$ cat config.mk
export PLATFORM = sky130hd
export DESIGN_NAME = regfile_write_arbiter
export DESIGN_NICKNAME = d
export VERILOG_FILES = /design/src/rtl/regfile_write_arbiter_pkg.sv /design/src/rtl/regfile_write_arbiter_rr_arbiter2.sv /design/src/rtl/regfile_write_arbiter.sv
export SDC_FILE = /design/constraint.sdc
export NUM_CORES = 1
export LEC_CHECK = 0
export CAP_MARGIN = 20
export CORE_UTILIZATION = 35
export CTS_BUF_LIST = sky130_fd_sc_hd__clkbuf_4 sky130_fd_sc_hd__clkbuf_8 sky130_fd_sc_hd__clkbuf_16
export DETAILED_ROUTE_END_ITERATION = 16
export GPL_ROUTABILITY_DRIVEN = 1
export GPL_TIMING_DRIVEN = 1
export PLACE_DENSITY = 0.7
export SLEW_MARGIN = 40
export SYNTH_ARGS = -nofsm -noshare
export SYNTH_HDL_FRONTEND = slang
export SYNTH_SLANG_ARGS = --single-unit
$ cat constraint.sdc
create_clock -name clk -period 2 [get_ports clk]
set_input_delay 0.4 -clock clk [delete_from_list [all_inputs] [get_ports clk]]
set_output_delay 0.4 -clock clk [all_outputs]
set_load 0.02 [all_outputs]
$ cat src/rtl/regfile_write_arbiter_pkg.sv
// Shared definitions for the register-file write-port arbiter.
// Latency: n/a (types and constants only).
// Backpressure: n/a.
package regfile_arb_pkg;

  localparam int DATA_W_DEF = 8;
  localparam int ADDR_W_DEF = 3;
  localparam int NREGS      = 2 ** ADDR_W_DEF;
  localparam int ZERO_REG   = 0;
  localparam int LAST_REG   = NREGS - 1;

  typedef enum logic {
    IDLE  = 1'b0,
    CLEAR = 1'b1
  } arb_state_t;

endpackage

$ cat src/rtl/regfile_write_arbiter_rr_arbiter2.sv
// Two-requester round-robin arbiter; the caller owns the last_grant history.
// Latency: purely combinational.
// Backpressure: enable=0 suppresses all grants; gnt is one-hot or zero.
module rr_arbiter2 (
  input  logic [1:0] req,
  input  logic       enable,
  input  logic       last_grant,
  output logic [1:0] gnt
);

  // Grant a lone requester; on contention favour the one not granted last.
  always_comb begin
    gnt    = 2'b00;
    gnt[0] = enable & req[0] & (~req[1] | last_grant);
    gnt[1] = enable & req[1] & (~req[0] | ~last_grant);
  end

endmodule

$ cat src/rtl/regfile_write_arbiter.sv
// Shares the register-file write port between writeback (A) and loader (B), plus a x1..x7 clear engine.
// Latency: accepted write appears on we3/wa3/wd3 the cycle after the handshake.
// Backpressure: ready drops during a clear and in the clr_start cycle; otherwise round-robin.
module regfile_write_arbiter
  import regfile_arb_pkg::*;
#(
  parameter int DATA_W = DATA_W_DEF,
  parameter int ADDR_W = ADDR_W_DEF
) (
  input  logic              clk,
  input  logic              rst,
  input  logic              a_valid,
  input  logic [ADDR_W-1:0] a_addr,
  input  logic [DATA_W-1:0] a_data,
  output logic              a_ready,
  input  logic              b_valid,
  input  logic [ADDR_W-1:0] b_addr,
  input  logic [DATA_W-1:0] b_data,
  output logic              b_ready,
  input  logic              clr_start,
  output logic              clr_busy,
  output logic              we3,
  output logic [ADDR_W-1:0] wa3,
  output logic [DATA_W-1:0] wd3
);

  // Highest register index; the clear walks up to it and then stops.
  localparam logic [ADDR_W-1:0] LAST_IDX = ADDR_W'((1 << ADDR_W) - 1);
  localparam logic [ADDR_W-1:0] ZERO_IDX = ADDR_W'(ZERO_REG);

  arb_state_t        state;
  logic [ADDR_W-1:0] clr_idx;
  logic              last_grant;
  logic [1:0]        gnt;
  logic              arb_en;
  logic              xfer;
  logic [ADDR_W-1:0] sel_addr;
  logic [DATA_W-1:0] sel_data;

  // Ready depends only on valid, clr_start, state and last_grant.
  assign arb_en  = (state == IDLE) && !clr_start;
  assign a_ready = gnt[0];
  assign b_ready = gnt[1];
  assign xfer    = gnt[0] | gnt[1];

  rr_arbiter2 u_rr (
    .req        ({b_valid, a_valid}),
    .enable     (arb_en),
    .last_grant (last_grant),
    .gnt        (gnt)
  );

  // Select the address/data of whichever requester won this cycle.
  always_comb begin
    sel_addr = a_addr;
    sel_data = a_data;
    if (gnt[1]) begin
      sel_addr = b_addr;
      sel_data = b_data;
    end
  end

  // Clear FSM, grant history and registered write port. The first clear write is
  // issued on the same edge that enters CLEAR, so clr_idx always names the index on wa3.
  always_ff @(posedge clk or negedge rst) begin
    if (!rst) begin
      state      <= IDLE;
      clr_idx    <= '0;
      last_grant <= 1'b1;
      clr_busy   <= 1'b0;
      we3        <= 1'b0;
      wa3        <= '0;
      wd3        <= '0;
    end else begin
      case (state)
        IDLE: begin
          if (clr_start) begin
            state    <= CLEAR;
            clr_idx  <= ADDR_W'(1);
            clr_busy <= 1'b1;
            we3      <= 1'b1;
            wa3      <= ADDR_W'(1);
            wd3      <= '0;
          end else if (xfer) begin
            last_grant <= gnt[1];
            // x0 is hardwired to zero: the handshake completes but nothing is written.
            if (sel_addr != ZERO_IDX) begin
              we3 <= 1'b1;
              wa3 <= sel_addr;
              wd3 <= sel_data;
            end else begin
              we3 <= 1'b0;
            end
          end else begin
            we3 <= 1'b0;
          end
        end
        CLEAR: begin
          if (clr_idx == LAST_IDX) begin
            state    <= IDLE;
            clr_idx  <= '0;
            clr_busy <= 1'b0;
            we3      <= 1'b0;
          end else begin
            clr_idx <= clr_idx + ADDR_W'(1);
            we3     <= 1'b1;
            wa3     <= clr_idx + ADDR_W'(1);
            wd3     <= '0;
          end
        end
        default: begin
          state    <= IDLE;
          clr_busy <= 1'b0;
          we3      <= 1'b0;
        end
      endcase
    end
  end

endmodule

==> impl_metrics.json <==
{
  "path_delay_family": "buffers and inverters",
  "worst_slack_ns": 0.0638,
  "rrSetupSlack_ns": 0.29,
  "fin_area_mm2": 0.00141,
  "rows": 17,
  "ir_drop_mv": 0.716,
  "hold_buffers": 0,
  "crit_path_max_fanout": 3,
  "grt_pass1_wl_mm": 3.77,
  "multi_input_area_um2": 412,
  "final.period_utilization": 0.968,
  "cts_tree": "built",
  "ctsHtreeMaxLevel": 1,
  "timing.slew.headroom": 0.798,
  "fmaxAchievable_ghz": 0.516,
  "cap_viol_max_count": 0,
  "dieArea_mm2": 0.00275,
  "ys.flop_type": "dfrtp_1",
  "wire_per_inst_um": 15.7,
  "tightest_slew_ns": 0.302,
  "antenna_found_initial": 0,
  "finalHoldViolations": 0,
  "hold_class": "in2async",
  "endpoint_kind": "output port",
  "synth_edf_count": 0,
  "pre_cts_ws_ns": -0.239,
  "start_util": 0.388,
  "n_fill_cell": 195,
  "globalRoute.totalOverflow": 0,
  "synth_top_area_frac": 0.478,
  "syn_inst": 75,
  "path_buf_inv": 2,
  "drt_iter0_drc": 13,
  "path_clk_slew_ns": 0.11,
  "slowest_stage": "clkdlybuf4s50_1",
  "wl_mm": 2.40,
  "insertion_delay_ns": 0.29,
  "vias_per_cell": 5.05,
  "placed_area_mm2": 0.00138,
  "dr.pass1.iters": 4,
  "final_cells": 153,
  "grt_setup_unrepaired": "false",
  "ioPinCount": 42,
  "avgSynthCellArea_um2": 11.9,
  "critPathKind": "in2out",
  "core_mm2": 0.00230,
  "dp_hpwl_mm": 1.86,
  "syn_area_um2": 891,
  "grt_pass1_vias": 812,
  "yosysSeqAreaShare": 0.507,
  "critical_path_arrival_ns": 1.54,
  "outcome": "completed",
  "antenna_left": 0,
  "yosysMostFrequentCell": "dfrtp_1",
  "fin_util": 0.612,
  "leakage_nw": 0.612,
  "cts_resized": 3,
  "cts_buffer_depth": 2,
  "synth.cells.most_frequent": "17 x dfrtp_1, 11 x mux2i_1, 8 x o2bb2ai_1",
  "synth.top_cells.by_area": "dfrtp_1 48%, mux2i_1 12%, o2bb2ai_1 7.9%",
  "grt.total_usage": 0.193,
  "layout-drive-gt1-share": 0.168,
  "finalSetupTns_ns": 0,
  "power_mw": 1.61,
  "num_vias": 772,
  "hold_ws_ns": 0.417,
  "power_density_mw_per_mm2": 1140,
  "clock_skew_ns": 0.00539,
  "placedCellCount": 149,
  "ys_warn_count": 0,
  "setup_viol": 0,
  "globalplace.congestion": 0.746,
  "synthToLayoutAreaGrowth_pct": 57.9,
  "num-nets-final": 155,
  "cts.sinks": 18,
  "crit_path_cell_trace": "clkdlybuf4s50_1 -> a21boi_2 -> and2_1 -> dlygate4sd2_1",
  "layout_min_cycle_time_ns": 1.94,
  "ys_seq_elements": 18,
  "crit_path_max_incr_delay_ns": 0.50,
  "regArea_um2": 452,
  "fp.dieW_um": 52.5,
  "startpoint_type": "input port",
  "num_antenna_cells": 0,
  "cts-root-buf": "clkbuf_4",
  "synth_area_leader_cell": "dfrtp_1",
  "syn_nets": 104,
  "numCtsBuffers": 3,
  "slew_viol_final": 0,
  "cp.required_ns": 1.60,
  "io_buffers": 41,
  "postCtsSetupRepairBufs": 0,
  "async_flop_share": 1.00,
  "grt_max_degree": 19,
  "die_h_um": 52.5,
  "drcViolationCount": 0,
  "synth.distinct_cells": 27
}
report_power, final:
group / internal (mW) / leakage (nW) / total (mW) / switching, mW
clock: 0.111 / 0.0210 / 0.226 / 0.115
sequential: 0.496 / 0.223 / 0.574 / 0.0784
combinational: 0.416 / 0.368 / 0.808 / 0.392
total: 1.02 / 0.612 / 1.61 / 0.585
state kept, by name, summed over array words and instances (netlist names):
signal and count:
state 1, last_grant 1, clr_busy 1, wa3 3, clr_idx 3, wd3 8
we3 1
cell type report:
cell class | instances | area share
clock buffer | 4 | 0.0258
inverter | 2 | 0.00534
multi-input combinational | 52 | 0.293
sequential | 18 | 0.321
tap | 28 | 0.0249
timing repair buffer | 49 | 0.330
layer usage:
layer	track usage	vias up	wire, um
met4	0.0789	0	27
met1	0.240	369	1080
met2	0.331	23	1220
li1	-	378	-
met3	0.0261	2	74
met5	0	-	0
path summary, 6_finish.rpt:
kind | startpoint | end | cells past startpoint
min | rst | wa3[0] | 2
min reg2reg | wd3[4] | wd3[4] | 1
max reg2reg | last_grant | wa3[0] | 5
max in group asynchronous | rst | last_grant | 2
min in group clk | wd3[4] | wd3[4] | 1
max | b_valid | b_ready | 4
cells by family (layout without fill, tap and decap cells):
group,count (synthesis),count (layout),share of synthesized area
muxes,14,14,0.166
and+or+nand+nor,15,15,0.0815
DFF,18,18,0.507
adders and majority gates,2,2,0.0281
buffers and inverters,5,55,0.0309
AOI/OAI and AO/OA,21,21,0.187
placed cells by master, fill, tap and decap left out, drive strengths merged, types with 2 or more instances in the layout:
cell	netlist	routed
mux2	3	3
ha	2	2
dfrtp	17	17
buf	2	8
mux2i	11	11
o2bb2ai	8	8
nand2	7	7
nor2	2	2
o21ai	5	5
clkbuf	1	5
or3	2	2
a21oi	2	2
clkdlybuf4s50	0	39
inv	2	2
No activity file was read; power rests on OpenSTA's default activity.
